`src/rtl/tr_bist_pkg.sv`:
```
// Shared BIST package: FSM state encoding and default polynomial/seed,
// common to the LFSR pattern generator and the signature analyzer.
package tr_bist_pkg;

    typedef enum logic [1:0] {
        ST_IDLE,
        ST_WAIT_CAP,
        ST_SHIFT,
        ST_FIN
    } bist_state_t;

    // x^16 + x^12 + x^5 + 1, x^16 implicit
    localparam logic [15:0] DEF_POLY = 16'h1021;
    localparam logic [15:0] DEF_SEED = 16'h0000;

endpackage

```
`src/rtl/tr_signature_analyzer_if.sv`:
```
// Control/status bundle of the signature analyzer.
// master: test controller (drives START/SE/SI); slave: analyzer.
interface tr_signature_analyzer_if #(
    parameter int SIG_W = 16,
    parameter int PC_W  = 3
);

    logic             START;
    logic             SE;
    logic             SI;
    logic             BUSY;
    logic             DONE;
    logic             PASS;
    logic             ERR;
    logic [SIG_W-1:0] SIG;
    logic [PC_W-1:0]  PAT_CNT;

    modport master (
        output START, SE, SI,
        input  BUSY, DONE, PASS, ERR, SIG, PAT_CNT
    );

    modport slave (
        input  START, SE, SI,
        output BUSY, DONE, PASS, ERR, SIG, PAT_CNT
    );

endinterface

```
`src/rtl/tr_sisr.sv`:
```
// Galois-form serial-input signature register with seed load and enable.
// Ports: clk/rst, load (reseed), en (compact si), sig (state), sig_next.
module tr_sisr
    import tr_bist_pkg::*;
#(
    parameter int               SIG_W = 16,
    parameter logic [SIG_W-1:0] POLY  = SIG_W'(DEF_POLY),
    parameter logic [SIG_W-1:0] SEED  = SIG_W'(DEF_SEED)
) (
    input  logic             clk,
    input  logic             rst,
    input  logic             load,
    input  logic             en,
    input  logic             si,
    output logic [SIG_W-1:0] sig,
    output logic [SIG_W-1:0] sig_next
);

    logic fb;

    // sig_next is exported so the top can judge PASS on the same
    // edge that absorbs the last bit.
    always_comb begin
        fb       = sig[SIG_W-1] ^ si;
        sig_next = {sig[SIG_W-2:0], 1'b0} ^ (fb ? POLY : '0);
    end

    always_ff @(posedge clk or posedge rst) begin
        if (rst) begin
            sig <= SEED;
        end else if (load) begin
            sig <= SEED;
        end else if (en) begin
            sig <= sig_next;
        end
    end

endmodule

```
`src/rtl/tr_signature_analyzer.sv`:
```
// Scan-out response compactor: FSM tracks capture/shift protocol, counts
// bits/patterns, compacts via tr_sisr and compares against GOLDEN.
// Ports: CLK, RST (async, active-high), bus (START/SE/SI in; status out).
module tr_signature_analyzer
    import tr_bist_pkg::*;
#(
    parameter int               SIG_W    = 16,
    parameter logic [SIG_W-1:0] POLY     = SIG_W'(DEF_POLY),
    parameter logic [SIG_W-1:0] SEED     = SIG_W'(DEF_SEED),
    parameter int               SCAN_LEN = 60,
    parameter int               NUM_PAT  = 4,
    parameter logic [SIG_W-1:0] GOLDEN   = '0
) (
    input logic                  CLK,
    input logic                  RST,
    tr_signature_analyzer_if.slave bus
);

    localparam int CNT_W = $clog2(SCAN_LEN + 1);
    localparam int PC_W  = $clog2(NUM_PAT + 1);

    bist_state_t      state;
    logic [CNT_W-1:0] bit_cnt;
    logic [PC_W-1:0]  pat_cnt;
    logic             busy;
    logic             done;
    logic             pass;
    logic             err;
    logic [SIG_W-1:0] sig;
    logic [SIG_W-1:0] sig_next;
    logic             shift_en;
    logic             last_bit;
    logic             last_pat;

    // START wins over everything, so it also blocks compaction.
    assign shift_en = (state == ST_SHIFT) && bus.SE && !bus.START;
    assign last_bit = (bit_cnt == CNT_W'(SCAN_LEN - 1));
    assign last_pat = (pat_cnt == PC_W'(NUM_PAT - 1));

    tr_sisr #(
        .SIG_W (SIG_W),
        .POLY  (POLY),
        .SEED  (SEED)
    ) u_sisr (
        .clk      (CLK),
        .rst      (RST),
        .load     (bus.START),
        .en       (shift_en),
        .si       (bus.SI),
        .sig      (sig),
        .sig_next (sig_next)
    );

    always_ff @(posedge CLK or posedge RST) begin
        if (RST) begin
            state   <= ST_IDLE;
            bit_cnt <= '0;
            pat_cnt <= '0;
            busy    <= 1'b0;
            done    <= 1'b0;
            pass    <= 1'b0;
            err     <= 1'b0;
        end else if (bus.START) begin
            state   <= ST_WAIT_CAP;
            bit_cnt <= '0;
            pat_cnt <= '0;
            busy    <= 1'b1;
            done    <= 1'b0;
            pass    <= 1'b0;
            err     <= 1'b0;
        end else begin
            unique case (state)
                ST_IDLE: begin
                end
                ST_WAIT_CAP: begin
                    // SE=1 here means unloaded chain contents: discard.
                    if (!bus.SE) begin
                        state   <= ST_SHIFT;
                        bit_cnt <= '0;
                    end
                end
                ST_SHIFT: begin
                    if (bus.SE) begin
                        if (last_bit) begin
                            bit_cnt <= '0;
                            pat_cnt <= pat_cnt + PC_W'(1);
                            if (last_pat) begin
                                state <= ST_FIN;
                                busy  <= 1'b0;
                                done  <= 1'b1;
                                pass  <= (sig_next == GOLDEN);
                            end else begin
                                state <= ST_WAIT_CAP;
                            end
                        end else begin
                            bit_cnt <= bit_cnt + CNT_W'(1);
                        end
                    end else if (bit_cnt != '0) begin
                        // Capture mid-unload corrupts the response.
                        state <= ST_FIN;
                        busy  <= 1'b0;
                        done  <= 1'b1;
                        pass  <= 1'b0;
                        err   <= 1'b1;
                    end
                    // SE=0 with bit_cnt==0: repeated capture, hold.
                end
                ST_FIN: begin
                end
            endcase
        end
    end

    assign bus.BUSY    = busy;
    assign bus.DONE    = done;
    assign bus.PASS    = pass;
    assign bus.ERR     = err;
    assign bus.SIG     = sig;
    assign bus.PAT_CNT = pat_cnt;

endmodule
```
`src/flat_wrapper.sv`:
```
// flat-port wrapper written by rule: the top's interface ports become plain ports
module tr_signature_analyzer_flat import tr_bist_pkg::*;
#(
    parameter int               SIG_W    = 16,
    parameter logic [SIG_W-1:0] POLY     = SIG_W'(DEF_POLY),
    parameter logic [SIG_W-1:0] SEED     = SIG_W'(DEF_SEED),
    parameter int               SCAN_LEN = 60,
    parameter int               NUM_PAT  = 4,
    parameter logic [SIG_W-1:0] GOLDEN   = '0
)
  (CLK, RST, bus_START, bus_SE, bus_SI, bus_BUSY, bus_DONE, bus_PASS, bus_ERR, bus_SIG, bus_PAT_CNT);
  tr_signature_analyzer_if #(.SIG_W(SIG_W)) bus_i ();
  input logic CLK;
  input logic RST;
  input wire logic [$bits(bus_i.START)-1:0] bus_START;
  input wire logic [$bits(bus_i.SE)-1:0] bus_SE;
  input wire logic [$bits(bus_i.SI)-1:0] bus_SI;
  output wire logic [$bits(bus_i.BUSY)-1:0] bus_BUSY;
  output wire logic [$bits(bus_i.DONE)-1:0] bus_DONE;
  output wire logic [$bits(bus_i.PASS)-1:0] bus_PASS;
  output wire logic [$bits(bus_i.ERR)-1:0] bus_ERR;
  output wire logic [$bits(bus_i.SIG)-1:0] bus_SIG;
  output wire logic [$bits(bus_i.PAT_CNT)-1:0] bus_PAT_CNT;
  assign bus_i.START = bus_START;
  assign bus_i.SE = bus_SE;
  assign bus_i.SI = bus_SI;
  assign bus_BUSY = bus_i.BUSY;
  assign bus_DONE = bus_i.DONE;
  assign bus_PASS = bus_i.PASS;
  assign bus_ERR = bus_i.ERR;
  assign bus_SIG = bus_i.SIG;
  assign bus_PAT_CNT = bus_i.PAT_CNT;
  tr_signature_analyzer #(.SIG_W(SIG_W), .POLY(POLY), .SEED(SEED), .SCAN_LEN(SCAN_LEN), .NUM_PAT(NUM_PAT), .GOLDEN(GOLDEN)) u_core (.CLK(CLK), .RST(RST), .bus(bus_i));
endmodule
```
`config.mk`:
```
export PLATFORM = sky130hd
export DESIGN_NAME = tr_signature_analyzer_flat
export DESIGN_NICKNAME = d
export VERILOG_FILES = /design/src/rtl/tr_bist_pkg.sv /design/src/rtl/tr_signature_analyzer_if.sv /design/src/rtl/tr_sisr.sv /design/src/rtl/tr_signature_analyzer.sv /design/src/flat_wrapper.sv
export SDC_FILE = /design/constraint.sdc
export NUM_CORES = 1
export LEC_CHECK = 0
export CAP_MARGIN = 10
export CORE_ASPECT_RATIO = 1.4
export CORE_MARGIN = 2
export CORE_UTILIZATION = 54
export CTS_CLUSTER_DIAMETER = 120
export DETAILED_ROUTE_END_ITERATION = 12
export GPL_TIMING_DRIVEN = 1
export PLACE_DENSITY_LB_ADDON = 0.3
export SYNTH_ARGS = -nofsm -noshare
export SYNTH_HDL_FRONTEND = slang
export SYNTH_SLANG_ARGS = --single-unit
```
`constraint.sdc`:
```
create_clock -name CLK -period 3.2 [get_ports CLK]
set_input_delay 0.96 -clock CLK [delete_from_list [all_inputs] [get_ports CLK]]
set_output_delay 0.96 -clock CLK [all_outputs]
set_load 0.01 [all_outputs]
```
==> impl_metrics.ini <==
[route]
drt_drc_violations_left = 0
routed_wl_microns = 3070
number_of_drc_markers_after_the_initial_detailed_route_iteration = 38
via_count = 1142
detail_route.wl_per_cell_microns = 15.5
drt_pre_antenna_iters = 4
antenna_violating_nets_post_route = 0
avgViaCountPerCell = 5.77

[clocking]
cts_buffers = 5
clk_latency_ns = 0.34
cts_hold_buffers = 0
cts_htree_levels = 2
clock_tree_from_tritoncts = yes
clk_root_buffer_cell = sky130_fd_sc_hd__clkbuf_4
cts_max_path_buffers = 2
number_of_gates_resized_after_cts = 0
worst_setup_hold_path_clk_slew_ns = 0.10
setup_repair_bufs_after_cts = 0
cts.sinks = 31

[critical_path]
critPathKind = in2reg
path_max_fanout = 16
crit_path_start = bus_SE
r2r_start = u_core.state[1]$_DFFE_PP0P_
worst_setup_ep_type = flip-flop
critical_path_launch_point_type = input port
signal_arrival_time_at_the_worst_endpoint_ns = 2.88
worst-endpoint-required_ns = 3.47

[floorplan]
die_w_microns = 47.7
core_sq_um = 2590
ios = 28
die-height_microns = 65.2
total_die_area_sq_um = 3110
initial_core_util_pct = 55.9
std_cell_rows = 22

[timing]
timing.final.hold_violations = 0
actual_transition_at_the_worst_max_transition_pin_ns = 1.03
final_period_minus_worst_setup_slack_ns = 2.61
setup_tns_ns = 0
fmaxAchievable_mhz = 383
final_critical_path_setup_slack_ns = 0.591
worst_slew_margin_rel_pct = 31.2
grt_setup_unrepaired = no
timing.final.crit_share_pct = 81.5
final_setup_viols = 0
final_max_slew_viol_count = 0
max_clock_skew_ns = 0.0121

[yosys]
synth.yosys.seq_area_share_pct = 53.6
yosysWarningCount = 0
synthesis.area_per_instance_sq_um = 11.1
synth_top_cells_by_area = sky130_fd_sc_hd__dfrtp_1 54%, sky130_fd_sc_hd__a22o_1 9.7%, sky130_fd_sc_hd__ha_1 3.5%, sky130_fd_sc_hd__nor2_1 2.6%, sky130_fd_sc_hd__xnor2_1 2.4%
synth.cell_area_sq_um = 1450
ys_ff_latch = 31
synth_largest_area_cell = sky130_fd_sc_hd__dfrtp_1
syn-instance-count = 130
ys_types = 36
postSynthNetCount = 139
synth_largest_type_area_fraction_pct = 53.6

[min_path]
worstHoldStart = u_core.bus.BUSY$_DFFE_PP0P_
hold_class = reg2reg

[global_route]
overflow = 0
grt_start_max_net_pins = 32
grt_antenna_before_repair = 0
first_global_vias = 1156
gr-usage-all-layers_pct = 23.6
grt_first_pass_wirelength_microns = 5240

[cells_and_area]
n_antenna_cell = 0
mostFrequentLayoutCells = 31 x sky130_fd_sc_hd__dfrtp_1, 27 x sky130_fd_sc_hd__clkdlybuf4s50_1, 16 x sky130_fd_sc_hd__a22o_1
num-nets-final = 170
final_layout_size_suffix_gt1_share_pct = 7.41
layout.core_utilization_pct = 69.8
final_common_cell = sky130_fd_sc_hd__dfrtp_1
finish.instance_area_sq_um = 1810
area_growth_syn_to_layout_pct = 24.9
n_fill_cell = 213

[placement]
post-dp-hpwl_microns = 2170
globalplace.congestion = 0.846
detailed_place.area_sq_um = 1760
detailedPlace.worstSlack_ns = 0.240
io_buffer_count = 27

[power]
totalPowerFinal_mw = 0.667
cellPowerDensity_nw_per_um2 = 369
leakagePower_nw = 0.797
ir_drop_mv = 0.276

[flow_run]
max_cap_violations = 0

[status]
outcome = finished clean
==> registers in the layout, summed over array words and instances (netlist names) <==
register,flops
u_core.bus.PAT_CNT,3
u_core.bus.PASS,1
u_core.bus.BUSY,1
u_core.bus.ERR,1
u_core.bit_cnt,6
u_core.bus.DONE,1
u_core.state,2
u_core.u_sisr.sig,16
==> critical path: stages <==
cell and delay [ns]:
sky130_fd_sc_hd__clkdlybuf4s50_1 0.55, sky130_fd_sc_hd__and3b_1 0.31, sky130_fd_sc_hd__nor2_1 0.79, sky130_fd_sc_hd__a22o_1 0.27
==> layout make-up <==
type                    count  area (sq um)  share of cell area (%)
flip-flops and latches     31           776                    42.9
repair buffers             30           293                    16.2
inverters                   8          30.0                    1.66
well taps                  36          45.0                    2.49
multi-input cells          85           613                    33.9
clock inverters             1          5.00                   0.277
clock buffers               7          45.0                    2.49
==> logic make-up after synthesis <==
group / count (synthesis) / synth area share, %
multiplexers: 2 / 1.47
XOR/XNOR: 6 / 3.63
AND/OR/NAND/NOR: 38 / 15.2
adder cells (fa/ha/maj): 4 / 3.46
flip-flops: 31 / 53.6
buffers and inverters: 14 / 3.98
AO/OA/AOI/OAI: 35 / 18.6
==> per-layer routing <==
metal / share of wire, % / up-vias / GRT usage [%]
met2: 52 / 29 / 36.8
li1: - / 536 / -
met4: 1.7 / 0 / 8.45
met5: 0 / - / 0
met1: 41 / 572 / 29.5
met3: 5.0 / 5 / 8.24
==> stage by stage <==
stage	cells	hold WS [ns]
6_report	198	0.487
3_3_place_gp	190	0.467
2_1_floorplan	130	0.491
4_1_cts	198	0.493
5_1_grt	198	0.518
3_5_place_dp	190	0.470
==> path summary, 6_finish.rpt <==
path | end | slack (ns) | cells after the start
min in group asynchronous | u_core.u_sisr.sig[8]$_DFFE_PP0P_ | 0.98 | 3
setup reg to reg | u_core.u_sisr.sig[6]$_DFFE_PP0P_ | 1.32 | 3
setup / recovery | u_core.u_sisr.sig[6]$_DFFE_PP0P_ | 0.59 | 4
max in group asynchronous | u_core.u_sisr.sig[4]$_DFFE_PP0P_ | 1.93 | 3
hold / removal | u_core.bus.BUSY$_DFFE_PP0P_ | 0.49 | 1
hold reg to reg | u_core.bus.BUSY$_DFFE_PP0P_ | 0.49 | 1
==> cells in the mapped netlist <==
library cell,count
sky130_fd_sc_hd__a211oi_1,3
sky130_fd_sc_hd__a21o_1,1
sky130_fd_sc_hd__a21oi_1,3
sky130_fd_sc_hd__a221oi_1,1
sky130_fd_sc_hd__a22o_1,16
sky130_fd_sc_hd__a41oi_1,1
sky130_fd_sc_hd__and3_1,1
sky130_fd_sc_hd__and3b_1,1
sky130_fd_sc_hd__and4b_1,1
sky130_fd_sc_hd__buf_2,4
sky130_fd_sc_hd__clkbuf_1,2
sky130_fd_sc_hd__dfrtp_1,31
sky130_fd_sc_hd__ha_1,4
sky130_fd_sc_hd__inv_1,8
sky130_fd_sc_hd__mux2_1,1
sky130_fd_sc_hd__mux2i_1,1
sky130_fd_sc_hd__nand2_1,6
sky130_fd_sc_hd__nand2b_1,2
sky130_fd_sc_hd__nand3_1,2
sky130_fd_sc_hd__nand3b_1,1
sky130_fd_sc_hd__nand4b_1,1
sky130_fd_sc_hd__nor2_1,10
sky130_fd_sc_hd__nor2b_1,2
sky130_fd_sc_hd__nor3_1,2
sky130_fd_sc_hd__nor3_2,2
sky130_fd_sc_hd__nor3b_2,1
sky130_fd_sc_hd__nor4_1,4
sky130_fd_sc_hd__nor4b_1,1
sky130_fd_sc_hd__o21a_1,1
sky130_fd_sc_hd__o21ai_0,2
sky130_fd_sc_hd__o21ai_1,2
sky130_fd_sc_hd__o22a_1,1
sky130_fd_sc_hd__o31ai_1,4
sky130_fd_sc_hd__or4_1,1
sky130_fd_sc_hd__xnor2_1,4
sky130_fd_sc_hd__xor2_1,2
==> report_power, final <==
part           switching, mW  internal [mW]  leakage, nW  total (mW)
Combinational         0.0296         0.0170        0.345      0.0466
Clock                  0.134         0.0855       0.0293       0.220
Sequential           0.00555          0.395        0.423       0.400
Note: power is estimated with default switching activity, not from simulation.
